==> src/rtl/cajero_pkg.sv <==
`default_nettype none
// ============================================================================
//  Module      : cajero_pkg
//  Description : Shared definitions for the cajero_param ATM controller:
//                one-hot state encoding and transaction-type constants.
//  Revision    : 1.0 - initial release
// ============================================================================
package cajero_pkg;

    // One-hot controller states, IDLE in bit 0 upward.
    typedef enum logic [5:0] {
        IDLE            = 6'b000001,
        RECIBIENDO_PIN  = 6'b000010,
        COMPARAR_PIN    = 6'b000100,
        ESPERANDO_MONTO = 6'b001000,
        TRANSACCION     = 6'b010000,
        BLOQUEO         = 6'b100000
    } estado_t;

    // Encoding of tipo_trans.
    localparam logic DEPOSITO = 1'b0;
    localparam logic RETIRO   = 1'b1;

endpackage
`default_nettype wire

==> src/rtl/cajero_param_if.sv <==
`default_nettype none
// ============================================================================
//  Module      : cajero_param_if
//  Description : Front-end bus of the ATM controller. Carries the card,
//                keypad and amount inputs plus the dispenser/status outputs.
//                master = front-end / account store, slave = controller.
//  Ports       : tarjeta_recibida, balance_entrada, pin, digito_stb, digito,
//                tipo_trans, monto_stb, monto (master -> slave);
//                balance_actualizado, entregar_dinero, pin_incorrecto,
//                advertencia, bloqueo, fondos_insuficientes (slave -> master)
//  Revision    : 1.0 - initial release
// ============================================================================
interface cajero_param_if #(
    parameter int N_DIGITOS     = 4,
    parameter int ANCHO_BALANCE = 32,
    parameter int ANCHO_MONTO   = 32
);
    logic                       tarjeta_recibida;
    logic [ANCHO_BALANCE-1:0]   balance_entrada;
    logic [4*N_DIGITOS-1:0]     pin;
    logic                       digito_stb;
    logic [3:0]                 digito;
    logic                       tipo_trans;
    logic                       monto_stb;
    logic [ANCHO_MONTO-1:0]     monto;

    logic [ANCHO_BALANCE-1:0]   balance_actualizado;
    logic                       entregar_dinero;
    logic                       pin_incorrecto;
    logic                       advertencia;
    logic                       bloqueo;
    logic                       fondos_insuficientes;

    modport master (
        output tarjeta_recibida, balance_entrada, pin, digito_stb, digito,
               tipo_trans, monto_stb, monto,
        input  balance_actualizado, entregar_dinero, pin_incorrecto,
               advertencia, bloqueo, fondos_insuficientes
    );

    modport slave (
        input  tarjeta_recibida, balance_entrada, pin, digito_stb, digito,
               tipo_trans, monto_stb, monto,
        output balance_actualizado, entregar_dinero, pin_incorrecto,
               advertencia, bloqueo, fondos_insuficientes
    );
endinterface
`default_nettype wire

==> src/rtl/cajero_pin_registro.sv <==
`default_nettype none
// ============================================================================
//  Module      : cajero_pin_registro
//  Description : PIN entry register. Shifts keypad digits in at the LS
//                nibble and counts them.
//  Ports       : clock, reset      - clock, synchronous active-high reset
//                limpiar           - clear the digit counter
//                desplazar, digito - shift one digit in
//                completo          - this shift delivers the last digit
//                pin_ingresado     - digits collected so far, first in MS
//  Revision    : 1.0 - initial release
// ============================================================================
module cajero_pin_registro #(
    parameter int N_DIGITOS = 4
) (
    input  wire logic                   clock,
    input  wire logic                   reset,
    input  wire logic                   limpiar,
    input  wire logic                   desplazar,
    input  wire logic [3:0]             digito,
    output logic                        completo,
    output logic [4*N_DIGITOS-1:0]      pin_ingresado
);
    localparam int ANCHO_PIN = 4 * N_DIGITOS;
    localparam int ANCHO_CNT = $clog2(N_DIGITOS + 1);

    logic [ANCHO_PIN-1:0] r_pin;
    logic [ANCHO_CNT-1:0] r_cuenta;

    always_ff @(posedge clock) begin
        if (reset) begin
            r_pin    <= '0;
            r_cuenta <= '0;
        end else if (limpiar) begin
            r_cuenta <= '0;
        end else if (desplazar) begin
            r_pin    <= (r_pin << 4) | ANCHO_PIN'(digito);
            r_cuenta <= r_cuenta + ANCHO_CNT'(1);
        end
    end

    // Combinational so the controller can leave the entry state on the
    // same edge that captures the last digit.
    assign completo      = desplazar && (r_cuenta == ANCHO_CNT'(N_DIGITOS - 1));
    assign pin_ingresado = r_pin;

endmodule
`default_nettype wire

==> src/rtl/cajero_param.sv <==
`default_nettype none
// ============================================================================
//  Module      : cajero_param
//  Description : Parametrised ATM transaction controller. Card in, N-digit
//                PIN check with retry limit / warning / sticky lockout, then
//                one deposit (saturating) or withdrawal (overdraft-checked).
//  Ports       : clock, reset - clock, synchronous active-high reset
//                bus          - cajero_param_if slave (card, keypad, amount,
//                               balance and status outputs)
//  Revision    : 1.0 - initial release
// ============================================================================
module cajero_param
    import cajero_pkg::*;
#(
    parameter int N_DIGITOS     = 4,
    parameter int MAX_INTENTOS  = 3,
    parameter int ANCHO_BALANCE = 32,
    parameter int ANCHO_MONTO   = 32
) (
    input  wire logic        clock,
    input  wire logic        reset,
    cajero_param_if.slave    bus
);
    localparam int ANCHO_INT = $clog2(MAX_INTENTOS + 1);

    estado_t                  r_estado, w_estado_sig;
    logic [ANCHO_BALANCE-1:0] r_balance, w_balance_sig;
    logic [ANCHO_MONTO-1:0]   r_monto, w_monto_sig;
    logic                     r_tipo, w_tipo_sig;
    logic [ANCHO_INT-1:0]     r_intentos, w_intentos_sig;
    logic                     r_adv, w_adv_sig;
    logic                     r_bloqueo, w_bloqueo_sig;
    logic                     r_entregar, w_entregar_sig;
    logic                     r_pin_inc, w_pin_inc_sig;
    logic                     r_fondos, w_fondos_sig;

    logic                     w_limpiar;
    logic                     w_desplazar;
    logic                     w_completo;
    logic [4*N_DIGITOS-1:0]   w_pin_ingresado;
    logic [ANCHO_INT-1:0]     w_intentos_inc;
    logic [ANCHO_BALANCE-1:0] w_monto_ext;
    logic [ANCHO_BALANCE:0]   w_suma;

    // Kept outside the FSM block so the completo path back from the
    // sub-module does not form a loop through one process.
    assign w_desplazar = (r_estado == RECIBIENDO_PIN) && bus.digito_stb;

    cajero_pin_registro #(
        .N_DIGITOS (N_DIGITOS)
    ) u_pin_registro (
        .clock         (clock),
        .reset         (reset),
        .limpiar       (w_limpiar),
        .desplazar     (w_desplazar),
        .digito        (bus.digito),
        .completo      (w_completo),
        .pin_ingresado (w_pin_ingresado)
    );

    assign w_intentos_inc = r_intentos + ANCHO_INT'(1);
    assign w_monto_ext    = ANCHO_BALANCE'(r_monto);
    // Extra carry bit detects deposit overflow for saturation.
    assign w_suma         = {1'b0, r_balance} + {1'b0, w_monto_ext};

    always_ff @(posedge clock) begin
        if (reset) begin
            r_estado   <= IDLE;
            r_balance  <= '0;
            r_monto    <= '0;
            r_tipo     <= DEPOSITO;
            r_intentos <= '0;
            r_adv      <= 1'b0;
            r_bloqueo  <= 1'b0;
            r_entregar <= 1'b0;
            r_pin_inc  <= 1'b0;
            r_fondos   <= 1'b0;
        end else begin
            r_estado   <= w_estado_sig;
            r_balance  <= w_balance_sig;
            r_monto    <= w_monto_sig;
            r_tipo     <= w_tipo_sig;
            r_intentos <= w_intentos_sig;
            r_adv      <= w_adv_sig;
            r_bloqueo  <= w_bloqueo_sig;
            r_entregar <= w_entregar_sig;
            r_pin_inc  <= w_pin_inc_sig;
            r_fondos   <= w_fondos_sig;
        end
    end

    always_comb begin
        w_estado_sig   = r_estado;
        w_balance_sig  = r_balance;
        w_monto_sig    = r_monto;
        w_tipo_sig     = r_tipo;
        w_intentos_sig = r_intentos;
        w_adv_sig      = r_adv;
        w_bloqueo_sig  = r_bloqueo;
        w_entregar_sig = 1'b0;
        w_pin_inc_sig  = 1'b0;
        w_fondos_sig   = 1'b0;
        w_limpiar      = 1'b0;

        case (r_estado)
            IDLE: begin
                if (bus.tarjeta_recibida) begin
                    w_balance_sig = bus.balance_entrada;
                    w_limpiar     = 1'b1;
                    w_estado_sig  = RECIBIENDO_PIN;
                end
            end
            RECIBIENDO_PIN: begin
                if (w_completo) begin
                    w_estado_sig = COMPARAR_PIN;
                end
            end
            COMPARAR_PIN: begin
                if (w_pin_ingresado == bus.pin) begin
                    w_intentos_sig = '0;
                    w_adv_sig      = 1'b0;
                    w_estado_sig   = ESPERANDO_MONTO;
                end else begin
                    w_intentos_sig = w_intentos_inc;
                    w_pin_inc_sig  = 1'b1;
                    if (w_intentos_inc == ANCHO_INT'(MAX_INTENTOS)) begin
                        w_bloqueo_sig = 1'b1;
                        w_estado_sig  = BLOQUEO;
                    end else begin
                        if (w_intentos_inc == ANCHO_INT'(MAX_INTENTOS - 1)) begin
                            w_adv_sig = 1'b1;
                        end
                        w_limpiar    = 1'b1;
                        w_estado_sig = RECIBIENDO_PIN;
                    end
                end
            end
            ESPERANDO_MONTO: begin
                if (bus.monto_stb) begin
                    w_monto_sig  = bus.monto;
                    w_tipo_sig   = bus.tipo_trans;
                    w_estado_sig = TRANSACCION;
                end
            end
            TRANSACCION: begin
                w_estado_sig = IDLE;
                if (r_tipo == RETIRO) begin
                    if (w_monto_ext <= r_balance) begin
                        w_balance_sig  = r_balance - w_monto_ext;
                        w_entregar_sig = 1'b1;
                    end else begin
                        w_fondos_sig = 1'b1;
                    end
                end else begin
                    w_balance_sig = w_suma[ANCHO_BALANCE] ? '1
                                                          : w_suma[ANCHO_BALANCE-1:0];
                end
            end
            BLOQUEO: begin
                w_bloqueo_sig = 1'b1;
            end
            default: begin
                w_estado_sig = IDLE;
            end
        endcase
    end

    assign bus.balance_actualizado  = r_balance;
    assign bus.entregar_dinero      = r_entregar;
    assign bus.pin_incorrecto       = r_pin_inc;
    assign bus.advertencia          = r_adv;
    assign bus.bloqueo              = r_bloqueo;
    assign bus.fondos_insuficientes = r_fondos;

endmodule
`default_nettype wire

==> src/flat_wrapper.sv <==
// flat-port wrapper written by rule: the top's interface ports become plain ports
module cajero_param_flat import cajero_pkg::*;
#(
    parameter int N_DIGITOS     = 4,
    parameter int MAX_INTENTOS  = 3,
    parameter int ANCHO_BALANCE = 32,
    parameter int ANCHO_MONTO   = 32
)
  (clock, reset, bus_tarjeta_recibida, bus_balance_entrada, bus_pin, bus_digito_stb, bus_digito, bus_tipo_trans, bus_monto_stb, bus_monto, bus_balance_actualizado, bus_entregar_dinero, bus_pin_incorrecto, bus_advertencia, bus_bloqueo, bus_fondos_insuficientes);
  cajero_param_if #(.N_DIGITOS(N_DIGITOS), .ANCHO_BALANCE(ANCHO_BALANCE), .ANCHO_MONTO(ANCHO_MONTO)) bus_i ();
  input  wire logic clock;
  input  wire logic reset;
  input wire logic [$bits(bus_i.tarjeta_recibida)-1:0] bus_tarjeta_recibida;
  input wire logic [$bits(bus_i.balance_entrada)-1:0] bus_balance_entrada;
  input wire logic [$bits(bus_i.pin)-1:0] bus_pin;
  input wire logic [$bits(bus_i.digito_stb)-1:0] bus_digito_stb;
  input wire logic [$bits(bus_i.digito)-1:0] bus_digito;
  input wire logic [$bits(bus_i.tipo_trans)-1:0] bus_tipo_trans;
  input wire logic [$bits(bus_i.monto_stb)-1:0] bus_monto_stb;
  input wire logic [$bits(bus_i.monto)-1:0] bus_monto;
  output wire logic [$bits(bus_i.balance_actualizado)-1:0] bus_balance_actualizado;
  output wire logic [$bits(bus_i.entregar_dinero)-1:0] bus_entregar_dinero;
  output wire logic [$bits(bus_i.pin_incorrecto)-1:0] bus_pin_incorrecto;
  output wire logic [$bits(bus_i.advertencia)-1:0] bus_advertencia;
  output wire logic [$bits(bus_i.bloqueo)-1:0] bus_bloqueo;
  output wire logic [$bits(bus_i.fondos_insuficientes)-1:0] bus_fondos_insuficientes;
  assign bus_i.tarjeta_recibida = bus_tarjeta_recibida;
  assign bus_i.balance_entrada = bus_balance_entrada;
  assign bus_i.pin = bus_pin;
  assign bus_i.digito_stb = bus_digito_stb;
  assign bus_i.digito = bus_digito;
  assign bus_i.tipo_trans = bus_tipo_trans;
  assign bus_i.monto_stb = bus_monto_stb;
  assign bus_i.monto = bus_monto;
  assign bus_balance_actualizado = bus_i.balance_actualizado;
  assign bus_entregar_dinero = bus_i.entregar_dinero;
  assign bus_pin_incorrecto = bus_i.pin_incorrecto;
  assign bus_advertencia = bus_i.advertencia;
  assign bus_bloqueo = bus_i.bloqueo;
  assign bus_fondos_insuficientes = bus_i.fondos_insuficientes;
  cajero_param #(.N_DIGITOS(N_DIGITOS), .MAX_INTENTOS(MAX_INTENTOS), .ANCHO_BALANCE(ANCHO_BALANCE), .ANCHO_MONTO(ANCHO_MONTO)) u_core (.clock(clock), .reset(reset), .bus(bus_i));
endmodule
==> config.mk <==
export PLATFORM = sky130hd
export DESIGN_NAME = cajero_param_flat
export DESIGN_NICKNAME = d
export VERILOG_FILES = /design/src/rtl/cajero_pkg.sv /design/src/rtl/cajero_param_if.sv /design/src/rtl/cajero_pin_registro.sv /design/src/rtl/cajero_param.sv /design/src/flat_wrapper.sv
export SDC_FILE = /design/constraint.sdc
export NUM_CORES = 1
export LEC_CHECK = 0
export CAP_MARGIN = 20
export CORE_MARGIN = 8
export CORE_UTILIZATION = 60
export CTS_CLUSTER_DIAMETER = 80
export CTS_CLUSTER_SIZE = 40
export DETAILED_ROUTE_END_ITERATION = 8
export PLACE_DENSITY = 0.95
export SYNTH_ARGS = -nofsm -noshare
export SYNTH_HDL_FRONTEND = slang
export SYNTH_SLANG_ARGS = --single-unit
==> constraint.sdc <==
create_clock -name clock -period 7.66 [get_ports clock]
set_input_delay 1.149 -clock clock [delete_from_list [all_inputs] [get_ports clock]]
set_output_delay 1.149 -clock clock [all_outputs]
set_load 0.01 [all_outputs]
### Yosys cells after proc, flatten, opt, wreduce, memory -nomap -nowiden

Index checks and enable logic that the tools add are counted.

| storage, ports and cells | value |
|---|---|
| memories | 0 |
| output and inout bits | 37 |
| memory bits (read-only) | 0 |
| latch bits | 0 |
| logic and storage cells | 79 |
| RAM bits | 0 |
| input port bits | 90 |
| register bits after elaboration | 97 |

| operators by class | value |
|---|---|
| div/mod/pow operators | 0 |
| equal/unequal tests | 17 |
| multiply operators | 0 |
| bitwise logic cells | 6 |
| add/subtract/negate cells | 4 |
| shifts and indexed selects | 0 |
| $lt $le $gt $ge | 1 |
| muxes and demuxes | 25 |
| reduce and logical (&&, ||, !) cells | 14 |

Operators by type and width:

| operator | count |
|---|---|
| 32-bit two-way mux | 4 |
| 32-bit case mux with 2 select lines | 1 |
| 32-bit by 32-bit adder with 33-bit output | 1 |
| 32-bit <= comparator | 1 |
| 32-bit subtractor | 1 |
| 6-bit two-way mux | 5 |
| 6-bit case mux with 5 select lines | 1 |
| 16-bit equality test | 1 |
| 16-bit by 4-bit OR with 16-bit output | 1 |
| 1-bit two-way mux | 11 |
| 3-bit AND reduction | 3 |
| 2-bit inequality test (second input constant) | 4 |
| 6-bit by 1-bit equality test with 1-bit output (second input constant) | 1 |
| 6-bit by 2-bit equality test with 1-bit output (second input constant) | 1 |
| 6-bit by 3-bit equality test with 1-bit output (second input constant) | 1 |
| 6-bit by 4-bit equality test with 1-bit output (second input constant) | 1 |
| 6-bit by 5-bit equality test with 1-bit output (second input constant) | 1 |
| 6-bit equality test (second input constant) | 1 |
| 2-bit nonzero test | 3 |
| 1-bit inverter | 5 |
| 2-bit equality test (second input constant) | 2 |
| 2-bit by 1-bit inequality test with 1-bit output (second input constant) | 2 |
| 1-bit case mux with 2 select lines | 2 |
| 2-bit AND reduction | 2 |
| 9 further kinds | 11 |

### Logic depth before layout (Yosys ltp)

| depth | value |
|---|---|
| depth in word-level cells | 7 |
| mapped depth | 14 |
| gate-level depth less buffers | 13 |

### Hierarchy

A second synthesis with hierarchy kept.

| unflattened totals | value |
|---|---|
| cell total of the unflattened synthesis | 1041 |
| area, all modules | 8031.5 µm² |

By module, submodules not included:

| module | instances | seq. area each (µm²) | cells each | area an instance (µm²) |
|---|---|---|---|---|
| cajero_param | 1 | 1561.5 | 969 | 7233.2 |
| cajero_pin_registro | 1 | 380.4 | 72 | 798.3 |

### Least setup slack after synthesis

OpenSTA, ideal clock, no wires.

| timing | value |
|---|---|
| path type | register to register |
| start | register u_core.r_balance[0] (netlist: u_core.bus.balance_actualizado[0]) |
| end | register u_core.r_balance[27] (netlist: u_core.bus.balance_actualizado[27]) |
| stages on the path, launching flop included | 13 |
| clock period less this slack | 3149 ps |
| data required time | 7533 ps |
| buffers on the path | 1 |
| slack | 4511 ps |
| setup time | 127 ps |
| arrival | 3022 ps |
| cell sequence | dfxtp_1 -> ha_1 -> fa_1 -> nor2b_1 -> o311ai_2 -> a211oi_1 -> or3_1 -> a211o_1 -> a21oi_4 -> buf_6 -> nand2_2 -> o31ai_1 -> nand3_1 |

| between the ends | value |
|---|---|
| cells in the longest elaborated chain, start to end | 4 |
| elaborated cells between the ends (all ways) | 9 |
| classes of those cells | 2 x add/sub; 1 x order compare; 1 x eq/ne; 4 x mux; 1 x reduce/logical |

Ends and longest elaborated chain:

| what | line | source |
|---|---|---|
| from (decl) | cajero_param.sv:27 | `logic [ANCHO_BALANCE-1:0] r_balance, w_balance_sig;` |
| from (signal assigned) | cajero_param.sv:80 | `r_balance <= w_balance_sig;` |
| 32-bit by 32-bit adder with 33-bit output or 32-bit subtractor (tied branches) | cajero_param.sv:64, cajero_param.sv:149 |  |
| 32-bit two-way mux, on equally long branches | cajero_param.sv:155, cajero_param.sv:148 |  |
| 32-bit two-way mux | cajero_param.sv:147 | `if (r_tipo == RETIRO) begin` |
| 32-bit case mux with 2 select lines | cajero_param.sv:105 | `case (r_estado)` |

Several ways; a longest one is shown, not always the timed one. The select of a mux whose other input is x is not followed.
A chain may end at the register's enable or synchronous reset.

### Worst setup path in the final report

| timing | value |
|---|---|
| start | register u_core.r_balance[0] (netlist: u_core.bus.balance_actualizado[0]) |
| end | register u_core.r_balance[29] (netlist: u_core.bus.balance_actualizado[29]) |

Same word-level chain as after synthesis.

==> metrics.md <==
| Metric | Value |
|---|---|
| Status | finished clean |
| Fin crit share | 54.7% |
| Largest family of logic cells by synthesized area | compound AO/OA/AOI/OAI gates |
| Slew Limit Fails | 0 |
| Setup violators final | 0 |
| Area Overhead vs Synth | 19.6% |
| Mapped Cells | 1079 |
| Worst setup path class | flop to flop |
| Post-synthesis xor/xnor area fraction | 4.54% |
| Pin count of the biggest net entering global routing | 82 |
| Adder-cell share of the synthesized area | 11.0% |
| Clk_skew | 0.0115 ns |
| Wire per inst | 20.2 um |
| Core Box Area | 13200 um2 |
| Crit path DAT | 4.48 ns |
| 1st-iter DRT viols | 1029 |
| Average size of a mapped cell | 7.51 um2 |
| Chip width | 132 um |
| Initial Util | 61.4% |
| Synthesized area | 8100 um2 |
| Initial antenna violation count | 0 |
| Clock sink count | 97 |
| CTS resizes | 0 |
| Rel. slew slack | 28.5% |
| Commonest non-fill, non-tap cells in the layout | clkdlybuf4s50_1, a21oi_1, nor2_1, dfxtp_1, nand2_1 |
| Most common cell after layout, fill and taps aside | clkdlybuf4s50_1 |
| Htree depth | 3 |
| CP startpoint kind | flop |
| Max Buffers Root-to-Sink | 2 |
| Post-synthesis sequential area ratio | 24.0% |
| Layout cells sized above 1 | 4.02% |
| Num CTS Buffers | 9 |
| Post-CTS setup buffers | 0 |
| Hold crit path type | flop to flop |
| Post-Syn Nets | 1239 |
| Port Buffers | 126 |
| Post-synthesis mux area share | 4.82% |
| Slew @ Worst Pin | 1.05 ns |
| LEAKAGE | 4.08 nW |
| Tmin final | 4.19 ns |
| Reg area | 1940 um2 |
| Dpl cells | 1327 |
| Ant. Diodes | 0 |
| NumNets Final | 1323 |
| Share of synthesized cell area in and, or, nand and nor gates | 20.7% |
| Hold Violations, Final | 0 |
| Placer Congestion | 0.993 |
| Synth Register Bits | 97 |
| Area of the multi-input gates | 5600 um2 |
| RSZ-0062 raised after global routing | no |
| FP Rows | 42 |
| Via density | 6.49 |
| Critical Path End Type | flop |
| Total number of vias | 8716 |
| Post-layout util | 73.4% |
| Distinct cell type count after synthesis | 73 |
| Worst-Skew Late Latency | 0.37 ns |
| Overall routing resource usage | 30.0% |
| DIE AREA | 17500 um2 |
| Wire length of the first global-routing pass | 43700 um |
| Power Density | 153 nW/um2 |
| Fin cells | 1344 |
| EDFF count, synth | 0 |
| Crit path required time | 7.95 ns |
| GRT overflow | 0 |
| CTS tree | done |
| Peak supply drop | 134 uV |
| Post-synthesis compound-gate area fraction | 28.1% |
| Crit Path Max Fanout | 12 |
| IO Count | 127 |
| Setup TNS Final | 0 ns |
| Dpl hpwl | 19800 um |
| Drt total wl | 27100 um |
| Max Fclk | 239 MHz |
| Root buffer cell | clkbuf_16 |
| Hold_buf cts | 0 |
| Post-route DRC | 0 |
| Max Cap Violations | 0 |
| Yosys Warn Count | 0 |
| Antenna Nets Post-Route | 0 |
| Top FF cell, synth | dfxtp_1 |
| First-pass detailed-route iteration total | 6 |
| # fillers | 1028 |
| Share of synthesized registers carrying an async set or reset | 0% |
| Die height | 132 um |
| Register clock-pin slew on the reported worst setup and hold paths | 0.08 ns |
| Vias in the first global route | 8601 |
-- cells in the mapped netlist (7+ instances only) --
cell        n  area [um2]
a211o_1     8        70.1
a211oi_1   17         128
a21o_1     23         173
a21oi_1   114         571
a311oi_1    8        70.1
a31oi_1    12        75.1
buf_2      17        85.1
clkbuf_1   37         139
dfxtp_1    97        1940
ha_1       68         851
inv_1      71         267
mux2i_1    39         390
nand2_1    95         357
nand2b_1    9        56.3
nand3_1    22         110
nand3b_1    7        52.6
nand4_1    13        81.3
nor2_1    111         417
nor2b_1    16         100
nor3_1     28         140
nor4_1     14        87.6
o211ai_1   15         113
o21a_1      9        67.6
o21ai_0    47         235
o21bai_1   14         105
o221ai_1   13         114
o31ai_1    13        97.6
or2_2       9        56.3
or3_1      10        62.6
xnor2_1    36         315
-- where the power goes --
group | internal (mW) | switching (mW) | total [mW] | leakage [nW]
combinational | 0.194 | 0.252 | 0.446 | 3.15
sequential | 0.519 | 0.0196 | 0.538 | 0.787
clock | 0.262 | 0.232 | 0.494 | 0.152
total | 0.974 | 0.504 | 1.48 | 4.08
-- kinds of logic (layout without fill, tap and decap cells) --
kind of cell,count (synthesis),in the layout
AO/OA/AOI/OAI,340,340
AND/OR/NAND/NOR,354,354
buffers and inverters,137,226
multiplexers,39,39
flip-flops,97,97
XOR/XNOR,42,42
adder cells (fa/ha/maj),70,70
-- final timing paths --
check / startpoint / end / slack (ns) / cells past startpoint
max: u_core.bus.balance_actualizado[0]$_SDFFE_PP0P_ / u_core.bus.balance_actualizado[29]$_SDFFE_PP0P_ / 3.47 / 14
min: u_core.u_pin_registro.pin_ingresado[13]$_SDFFE_PP0P_ / u_core.u_pin_registro.pin_ingresado[13]$_SDFFE_PP0P_ / 0.47 / 2
max reg2reg: u_core.bus.balance_actualizado[0]$_SDFFE_PP0P_ / u_core.bus.balance_actualizado[29]$_SDFFE_PP0P_ / 3.47 / 14
min reg2reg: u_core.u_pin_registro.pin_ingresado[13]$_SDFFE_PP0P_ / u_core.u_pin_registro.pin_ingresado[13]$_SDFFE_PP0P_ / 0.47 / 2
-- state kept, by name (all words and copies together) (netlist names) --
name                                 cells
u_core.u_pin_registro.r_cuenta           3
u_core.bus.bloqueo                       1
u_core.r_tipo                            1
u_core.bus.balance_actualizado          32
u_core.r_intentos                        2
u_core.bus.entregar_dinero               1
u_core.u_pin_registro.pin_ingresado     16
u_core.r_monto                          32
u_core.bus.fondos_insuficientes          1
u_core.r_estado                          6
u_core.bus.pin_incorrecto                1
u_core.bus.advertencia                   1
-- cell type report --
class | instances | area share, %
multi-input cells | 845 | 57.8
flip-flops and latches | 97 | 20.0
repair buffers | 135 | 13.7
inverters | 75 | 2.91
clock buffers | 10 | 2.36
well taps | 176 | 2.27
clock inverters | 6 | 0.865
-- metal layers --
layer	vias to the layer above	GRT usage, %	routed length [um]	share of wire, %
li1	4054	-	-	-
met1	4059	35.3	10700	39
met2	505	49.9	12600	46
met3	98	8.23	2680	9.9
met4	0	13.4	1130	4.2
met5	-	0	0	0
-- worst max-delay path, stage by stage, from the launching register on --
cell and delay (ns):
dfxtp_1 0.34, inv_1 0.06, ha_1 0.15, inv_1 0.06, fa_1 0.40, a21o_1 0.23
a221oi_1 0.50, o21a_1 0.29, a211oi_1 0.11, nor4_1 0.41, nor2_1 0.29, buf_4 0.29
nor2_1 0.69, a22oi_1 0.14, o211ai_1 0.14
-- through the flow --
stage          setup WS (ns)  instance area, um2  hold slack (ns)  total power, mW
6_report                3.47                9690            0.471             1.48
5_1_grt                 3.30                9690            0.503             1.54
4_1_cts                 3.61                9680            0.474             1.46
3_5_place_dp            3.71                9360            0.464            0.977
3_3_place_gp            3.80                9360            0.437            0.971
2_1_floorplan           4.51                8100            0.440            0.822
Note: power is estimated with default switching activity, not from simulation.
